**src/rtl/loader_pkg.sv**
```systemverilog
// Shared types and helpers for the operand loader: debounce FSM states and
// counter sizing.
package loader_pkg;

  typedef enum logic [1:0] {
    IDLE,
    WAIT_PRESS,
    PRESSED,
    WAIT_RELEASE
  } db_state_t;

  // Bits needed to hold the values 0..n.
  function automatic int cnt_w(input int n);
    return $clog2(n + 1);
  endfunction

endpackage

```
**src/rtl/btn_debounce.sv**
```systemverilog
// One push button: 2-flop synchroniser, debounce FSM with a saturating
// stable-sample counter, and a registered one-cycle press strobe.
module btn_debounce
  import loader_pkg::*;
#(
  parameter int DEBOUNCE_CYCLES = 500000
) (
  input  logic clk,
  input  logic rst_n,
  input  logic btn,
  output logic press,
  output logic press_next
);

  localparam int CW = cnt_w(DEBOUNCE_CYCLES);
  localparam logic [CW-1:0] CNT_DONE = CW'(DEBOUNCE_CYCLES);

  logic [1:0]    sync_q, sync_d;
  db_state_t     state_q, state_d;
  logic [CW-1:0] cnt_q, cnt_d;
  logic          press_q, press_d;
  logic          level;
  logic [CW-1:0] cnt_inc;
  logic          stable_done;

  assign level = sync_q[1];

  // cnt_q counts stable samples already seen; cnt_inc includes the current
  // one, so acceptance lands on the DEBOUNCE_CYCLES-th stable sample.
  assign cnt_inc     = (cnt_q == {CW{1'b1}}) ? cnt_q : cnt_q + CW'(1);
  assign stable_done = (cnt_inc >= CNT_DONE);

  // NOTE: every always_comb output gets a default first so no path leaves it
  // unassigned, which would otherwise infer a latch.
  always_comb begin
    sync_d  = {sync_q[0], btn};
    state_d = state_q;
    cnt_d   = cnt_q;
    press_d = 1'b0;
    unique case (state_q)
      IDLE: begin
        if (level) begin
          if (stable_done) begin
            state_d = PRESSED;
            cnt_d   = '0;
            press_d = 1'b1;
          end else begin
            state_d = WAIT_PRESS;
            cnt_d   = cnt_inc;
          end
        end
      end
      WAIT_PRESS: begin
        if (!level) begin
          state_d = IDLE;
          cnt_d   = '0;
        end else if (stable_done) begin
          state_d = PRESSED;
          cnt_d   = '0;
          press_d = 1'b1;
        end else begin
          cnt_d = cnt_inc;
        end
      end
      PRESSED: begin
        if (!level) begin
          if (stable_done) begin
            state_d = IDLE;
            cnt_d   = '0;
          end else begin
            state_d = WAIT_RELEASE;
            cnt_d   = cnt_inc;
          end
        end
      end
      WAIT_RELEASE: begin
        if (level) begin
          state_d = PRESSED;
          cnt_d   = '0;
        end else if (stable_done) begin
          state_d = IDLE;
          cnt_d   = '0;
        end else begin
          cnt_d = cnt_inc;
        end
      end
      default: begin
        state_d = IDLE;
        cnt_d   = '0;
      end
    endcase
  end

  // NOTE: state flops use non-blocking assignments so every flop samples the
  // pre-edge values, independent of statement order.
  always_ff @(posedge clk or negedge rst_n) begin
    if (!rst_n) begin
      sync_q  <= '0;
      state_q <= IDLE;
      cnt_q   <= '0;
      press_q <= 1'b0;
    end else begin
      sync_q  <= sync_d;
      state_q <= state_d;
      cnt_q   <= cnt_d;
      press_q <= press_d;
    end
  end

  assign press      = press_q;
  assign press_next = press_d;

endmodule

```
**src/rtl/operand_loader.sv**
```systemverilog
// Board front end for the 4-bit adder: debounced buttons latch the synchronised
// switches into operand A/B and raise a registered recompute strobe.
module operand_loader
  import loader_pkg::*;
#(
  parameter int W               = 4,
  parameter int DEBOUNCE_CYCLES = 500000
) (
  input  logic         clk,
  input  logic         rst_n,
  input  logic [W-1:0] sw,
  input  logic [1:0]   btn,
  output logic [W-1:0] op_a,
  output logic [W-1:0] op_b,
  output logic [1:0]   press,
  output logic         a_loaded,
  output logic         b_loaded,
  output logic         valid,
  output logic         upd
);

  logic [W-1:0] sw_s1_q, sw_s2_q;
  logic [W-1:0] op_a_q, op_a_d, op_b_q, op_b_d;
  logic         a_loaded_q, a_loaded_d, b_loaded_q, b_loaded_d;
  logic         upd_q, upd_d;
  logic [1:0]   press_q, press_next;

  for (genvar i = 0; i < 2; i++) begin : g_btn
    btn_debounce #(
      .DEBOUNCE_CYCLES(DEBOUNCE_CYCLES)
    ) u_debounce (
      .clk       (clk),
      .rst_n     (rst_n),
      .btn       (btn[i]),
      .press     (press_q[i]),
      .press_next(press_next[i])
    );
  end

  // Operands load on the same edge the press strobe rises, so both become
  // visible together.
  always_comb begin
    op_a_d     = press_next[0] ? sw_s2_q : op_a_q;
    op_b_d     = press_next[1] ? sw_s2_q : op_b_q;
    a_loaded_d = a_loaded_q | press_next[0];
    b_loaded_d = b_loaded_q | press_next[1];
    upd_d      = (|press_q) & a_loaded_q & b_loaded_q;
  end

  // NOTE: these are plain registers, not a memory, so all of them take the
  // async reset and come up at a defined value.
  always_ff @(posedge clk or negedge rst_n) begin
    if (!rst_n) begin
      sw_s1_q    <= '0;
      sw_s2_q    <= '0;
      op_a_q     <= '0;
      op_b_q     <= '0;
      a_loaded_q <= 1'b0;
      b_loaded_q <= 1'b0;
      upd_q      <= 1'b0;
    end else begin
      sw_s1_q    <= sw;
      sw_s2_q    <= sw_s1_q;
      op_a_q     <= op_a_d;
      op_b_q     <= op_b_d;
      a_loaded_q <= a_loaded_d;
      b_loaded_q <= b_loaded_d;
      upd_q      <= upd_d;
    end
  end

  assign op_a     = op_a_q;
  assign op_b     = op_b_q;
  assign press    = press_q;
  assign a_loaded = a_loaded_q;
  assign b_loaded = b_loaded_q;
  assign valid    = a_loaded_q & b_loaded_q;
  assign upd      = upd_q;

endmodule

```
**config.mk**
```make
export PLATFORM = sky130hd
export DESIGN_NAME = operand_loader
export DESIGN_NICKNAME = d
export VERILOG_FILES = /design/src/rtl/loader_pkg.sv /design/src/rtl/btn_debounce.sv /design/src/rtl/operand_loader.sv
export SDC_FILE = /design/constraint.sdc
export NUM_CORES = 1
export LEC_CHECK = 0
export CELL_PAD_IN_SITES_DETAIL_PLACEMENT = 1
export CELL_PAD_IN_SITES_GLOBAL_PLACEMENT = 2
export CORE_MARGIN = 2
export CORE_UTILIZATION = 40
export CTS_BUF_LIST = sky130_fd_sc_hd__clkbuf_4 sky130_fd_sc_hd__clkbuf_8
export CTS_CLUSTER_DIAMETER = 200
export DETAILED_ROUTE_END_ITERATION = 7
export PLACE_DENSITY_LB_ADDON = 0.1
export SETUP_SLACK_MARGIN = 0.1
export SLEW_MARGIN = 20
export SYNTH_ARGS = -nofsm -noshare
export SYNTH_HDL_FRONTEND = slang
export SYNTH_HIERARCHICAL = 1
export SYNTH_SLANG_ARGS = --single-unit
```
**constraint.sdc**
```tcl
create_clock -name clk -period 6.6 [get_ports clk]
set_input_delay 0.99 -clock clk [delete_from_list [all_inputs] [get_ports clk]]
set_output_delay 0.99 -clock clk [all_outputs]
set_load 0.05 [all_outputs]
```
==> impl_metrics.json, run 1 <==
{
  "syn_area_mm2": 0.00387,
  "hold_violations": 0,
  "cts_sinks": 67,
  "peakVddDrop_v": 0.000120,
  "async_reset_ff_share_pct": 100,
  "worstPathArrival_ps": 3940,
  "synth-edff-count": 0,
  "io_pins": 22,
  "cts_made_buffers": 9,
  "syn_nets": 410,
  "rr_worst_depth": 7,
  "maxSlewViolCount": 0,
  "drcViolationCount": 0,
  "routed_wl_um": 9960,
  "period_needed_ps": 3700,
  "antenna_found_initial": 0,
  "drt_iter0_markers": 105,
  "grt_overflow": 0,
  "status": "finished, final reports clean",
  "tightest_slew_ps": 1040,
  "avgRoutedWirePerCell_um": 18.4,
  "post_cts_resized": 0,
  "synth_cells": 400,
  "ys_warn_count": 6,
  "diodes": 0,
  "rsz0062_at_grt": "no",
  "grt_max_degree": 68,
  "cts_buffer_depth": 2,
  "p_leak_nw": 1.79,
  "grt_pass1_wl_um": 16700,
  "die_y_um": 102,
  "drive_above_1_share_pct": 9.93,
  "final_cell_mix": "dfrtp_1, nand2_1, nor2_1",
  "port_buffers": 21,
  "die_area_mm2": 0.0105,
  "vias_per_cell": 5.79,
  "synth_cell_type_count": 70,
  "area_growth_syn_to_layout_pct": 11.4,
  "setup_viol": 0,
  "cap_violations": 0,
  "p_per_area_mw_per_mm2": 198,
  "finalSetupTns_ps": 0,
  "fin_nets": 419,
  "synth_seq_cells": 67,
  "core_mm2": 0.00933,
  "finalPower_mw": 0.856,
  "seq_area_frac_synth_pct": 43.3,
  "crit_fanout": 12,
  "vias": 3137,
  "final_common_cell": "dfrtp_1",
  "post_cts_buffers": 0,
  "finalCritPeriodShare_pct": 56.1,
  "clk_latency_ps": 350,
  "drtAntennaViolNets": 0,
  "relSlewSlack_pct": 31.0,
  "track_usage_pct": 20.8,
  "min_path_type": "reg2reg",
  "syn-mean-instance-area_um2": 9.68,
  "ys.flop_type": "dfrtp_1",
  "grt_pass1_vias": 3174,
  "fp-row-count": 35,
  "start_util_pct": 41.5,
  "cts_tree": "done",
  "cts_root_buf": "clkbuf_8",
  "hold_buffers": 0,
  "hold_path_depth": 0,
  "path_clk_slew_ps": 80,
  "path_class": "reg2reg",
  "cts-htree-levels": 3,
  "first_pass_iters": 4,
  "gp_congestion": 0.815,
  "start_kind": "flop",
  "fmax_mhz": 270,
  "end_kind": "flop",
  "die_w_um": 102,
  "cp.required_ps": 6840,
  "post-dp-hpwl_um": 6720,
  "fin_skew_ps": 7.38
}
[cell type report]
cell class / instances / area [µm²]
clock inverters: 6 / 67.6
multi-input cells: 297 / 2010
inverters: 9 / 33.8
clock buffers: 9 / 124
well taps: 129 / 161
flip-flops and latches: 67 / 1680
fillers: 1060 / 5010
repair buffers: 25 / 235
[registers in the layout, indices dropped and copies added (netlist names)]
name	cells
sw_s1_q	4
b_loaded	1
op_a	4
g_btn.u_debounce/sync_q	4
g_btn.u_debounce/state_q	4
g_btn.u_debounce/press	2
sw_s2_q	4
g_btn.u_debounce/cnt_q	38
op_b	4
a_loaded	1
upd	1
[report_power, final]
| group | internal (mW) | switching [mW] | leakage [nW] |
|---|---|---|---|
| Sequential | 0.427 | 0.0236 | 0.897 |
| Clock | 0.173 | 0.173 | 0.0913 |
| Combinational | 0.0219 | 0.0367 | 0.799 |
[synthesized netlist by cell type (all sizes together), types with 2 or more instances]
cell	count	area, µm²
dfrtp	67	1680
nand2	45	171
nor2	27	104
nand3	22	115
nor3	20	115
buf	18	111
nand4	17	136
xnor2	17	149
a211oi	12	90.1
o21ai	12	71.3
mux2	10	113
and3	9	61.3
clkbuf	9	35.0
inv	9	33.8
o211ai	8	60.1
a21oi	7	35.0
a31oi	7	43.8
xor2	7	61.3
a211o	6	52.6
and4	6	55.1
a21o	5	37.5
a41oi	5	43.8
o22a	5	43.8
or3	5	31.3
or2	4	25.0
nor2b	3	18.8
nor3b	3	22.5
nor4	3	55.1
a221oi	2	17.5
a32o	2	20.0
and2	2	12.5
ha	2	25.0
nand2b	2	12.5
o2111a	2	23.8
o21a	2	15.0
o221a	2	22.5
o22ai	2	12.5
o31ai	2	28.8
[worst paths after layout]
check	startpoint	end	slack (ps)
setup / recovery	g_btn[1].u_debounce/cnt_q[8]	g_btn[1].u_debounce/state_q[1]	2900
hold / removal	sw_s1_q[3]	sw_s2_q[3]	350
setup reg to reg	g_btn[1].u_debounce/cnt_q[8]	g_btn[1].u_debounce/state_q[1]	2900
hold reg to reg	sw_s1_q[3]	sw_s2_q[3]	350
max in group asynchronous	rst_n	sw_s2_q[2]	5190
min in group asynchronous	rst_n	g_btn[0].u_debounce/cnt_q[10]	830
[worst max-delay path, cell delays in order (launching register included)]
cell and delay [ps]:
dfrtp_1 580, nand3_1 290, nor4_4 470, a32o_1 210
nor2b_1 50, or4b_1 780, nor2_1 820, mux2_1 390
[cells by family (layout without fill, tap and decap cells)]
kind of cell,after synthesis,count (layout),synth area share (%)
and+or+nand+nor,172,172,25.1
AOI/OAI and AO/OA,88,88,17.7
DFF,67,67,43.3
buffers and inverters,36,49,4.65
xor gates and xnor gates,24,24,5.43
muxes,11,11,3.17
adders and majority gates,2,2,0.646
[routing by layer]
metal	global-route usage, %	up-vias	routed length, µm
li1	-	1505	-
met5	0	-	0
met2	30.7	56	4420
met4	5.03	0	85
met3	5.61	7	430
met1	30.4	1569	5030
[per-stage QoR]
stage / hold slack, ps / utilization [%] / area (µm²) / instances / setup slack (ps)
floorplan: 331 / - / 3870 / 400 / 3450
global placement: 334 / 44.2 / 4120 / 527 / 2910
detailed placement: 336 / 44.2 / 4120 / 527 / 2890
CTS: 356 / 46.2 / 4310 / 542 / 2860
global route: 358 / 46.2 / 4310 / 542 / 2650
finish: 352 / 46.2 / 4310 / 542 / 2900
Note: power is estimated with default switching activity, not from simulation.
==> run 2: changes to the inputs <==
==> constraint.sdc (replaced) <==
create_clock -name clk -period 3.9 [get_ports clk]
set_input_delay 0.585 -clock clk [delete_from_list [all_inputs] [get_ports clk]]
set_output_delay 0.585 -clock clk [all_outputs]
set_load 0.05 [all_outputs]
==> run 2 against run 1 <==
Sequential share of layout area decreased by 0.84 points. Final cell count grew 1.5%. Power is 77% higher. Largest cell class unchanged. First-iteration DRC count increased by 42%. Core utilization up 1.0 points. Global-route usage up 0.93 points. Register-to-register slack worse by 2400 ps. Critical path depth is 1 higher.
==> impl_metrics.json, run 2 (same netlist as run 1, synthesis figures left out) <==
{
  "nFillCells": 1096,
  "die_y_um": 102,
  "period_needed_ps": 3370,
  "grt_pass1_vias": 3276,
  "cp.required_ps": 4120,
  "stdcell_count": 550,
  "end_kind": "flop",
  "vias_per_cell": 5.89,
  "cts_sinks": 67,
  "grt_max_degree": 43,
  "post_cts_resized": 0,
  "start_util_pct": 41.5,
  "first_pass_iters": 4,
  "met2_usage_pct": 31.9,
  "critPathTopFamily": "simple AND/OR/NAND/NOR gates",
  "maxSlewViolCount": 0,
  "crit_buf_inv": 1,
  "post-place-cells": 534,
  "final_cell_mix": "dfrtp_1, nand2_1, nor2_1",
  "p_per_area_mw_per_mm2": 343,
  "fin_nets": 427,
  "diodes": 0,
  "fin_skew_ps": 10.1,
  "path_class": "reg2reg",
  "clk_latency_ps": 340,
  "fmax_mhz": 297,
  "routed_wl_um": 10500,
  "status": "finished, final reports clean",
  "avgRoutedWirePerCell_um": 19.1,
  "drt_iter0_markers": 149,
  "final_area_mm2": 0.00441,
  "drcViolationCount": 0,
  "grtUsageMet3_pct": 5.27,
  "vias": 3241,
  "clockPowerShare_pct": 42.5,
  "switchingPower_mw": 0.389,
  "cts_root_buf": "clkbuf_8",
  "top_usage_layer": "met1",
  "peakVddDrop_v": 0.000282,
  "fp-row-count": 35,
  "cap_violations": 0,
  "min_path_type": "in2async",
  "gp_congestion": 0.836,
  "path_clk_slew_ps": 80,
  "area_growth_syn_to_layout_pct": 13.9,
  "die_area_mm2": 0.0105,
  "cts_made_buffers": 9,
  "cp_slowest_stage_delay_ps": 780,
  "crit_fanout": 11,
  "io_pins": 22,
  "place_area_mm2": 0.00417,
  "grtUsageMet1_pct": 32.9,
  "drive_above_1_share_pct": 11.6,
  "grt_overflow": 0,
  "die_w_um": 102,
  "tightest_slew_ps": 770,
  "post-dp-hpwl_um": 7310,
  "port_buffers": 21,
  "relSlewSlack_pct": 48.5,
  "cts_buffer_depth": 2,
  "power.internal_mw": 1.12,
  "largest-register": "g_btn.u_debounce/cnt_q",
  "drtAntennaViolNets": 0,
  "cts_tree": "done",
  "cts-htree-levels": 3,
  "cp_cell_sequence": "nand3_1 > nor4_2 > a32o_1 > nor2b_1 > or4b_1 > nor4b_1 > buf_4 > mux2_1",
  "setup_viol": 0,
  "worstPathArrival_ps": 3590,
  "power.share.switching_pct": 25.8,
  "finalCritPeriodShare_pct": 86.3,
  "antenna_found_initial": 0,
  "largest_reg_flops": 38,
  "p_leak_nw": 1.85,
  "rsz0062_at_grt": "no",
  "finalSetupTns_ps": 0,
  "grt_pass1_wl_um": 17500,
  "slowest_stage": "or4b_1",
  "p_comb_share_pct": 6.9,
  "core_mm2": 0.00933,
  "track_usage_pct": 21.7,
  "hold_violations": 0,
  "post_cts_buffers": 0,
  "final_common_cell": "dfrtp_1",
  "hold_buffers": 0,
  "p_seq_share_pct": 50.5,
  "start_kind": "flop"
}
## run 2: cell count changes in the layout (fill, tap and decap cells not counted), sizes merged
cell	change
buf	+8
bufinv	+1
clkinv	-1
clkinvlp	-1
inv	+1
## run 2: final timing paths
path	start	end	slack, ps	cells after the start
setup / recovery	g_btn[1].u_debounce/cnt_q[8]	op_b[0]	530	8
hold / removal	rst_n	g_btn[1].u_debounce/cnt_q[13]	150	1
setup reg to reg	g_btn[1].u_debounce/cnt_q[8]	op_b[0]	530	8
hold reg to reg	g_btn[1].u_debounce/sync_q[0]	g_btn[1].u_debounce/sync_q[1]	350	0
max in group asynchronous	rst_n	g_btn[0].u_debounce/cnt_q[7]	2990	3
min in group clk	g_btn[1].u_debounce/sync_q[0]	g_btn[1].u_debounce/sync_q[1]	350	0
## run 2: worst register-to-register path, cell delays in order (launching register included)
cell,delay [ps]
dfrtp_1,590
nand3_1,270
nor4_2,450
a32o_1,250
nor2b_1,50
or4b_1,780
nor4b_1,340
buf_4,200
mux2_1,320
## run 2: cell type report
cell class / count / area (µm²) / area share, %
Sequential cell: 67 / 1680 / 38.0
Clock buffer: 9 / 124 / 2.81
Clock inverter: 6 / 90.1 / 2.04
Tap cell: 129 / 161 / 3.66
Multi-Input combinational cell: 297 / 2010 / 45.7
Timing Repair Buffer: 33 / 308 / 6.98
Inverter: 9 / 33.8 / 0.766
## run 2: layer usage
metal,up-vias,share of wire (%)
li1,1526,-
met1,1639,51
met2,68,43
met3,8,4.3
met4,0,0.78
met5,-,0
## run 2: power by group through the flow
stage	Sequential, mW	Combinational [mW]	Clock, mW
finish	0.764	0.105	0.643
global route	0.770	0.118	0.697
CTS	0.762	0.105	0.674
detailed placement	0.775	0.104	0
global placement	0.773	0.0991	0
floorplan	0.759	0.0700	0
## run 2: metrics by stage
step	hold slack [ps]	worst slack, ps	power (mW)	utilization [%]
final	148	533	1.51	47.3
after CTS	359	504	1.54	47.0
after global routing	141	256	1.58	47.3
after floorplan	289	749	0.829	-
after detailed placement	338	504	0.880	44.7
after global placement	333	595	0.872	44.7
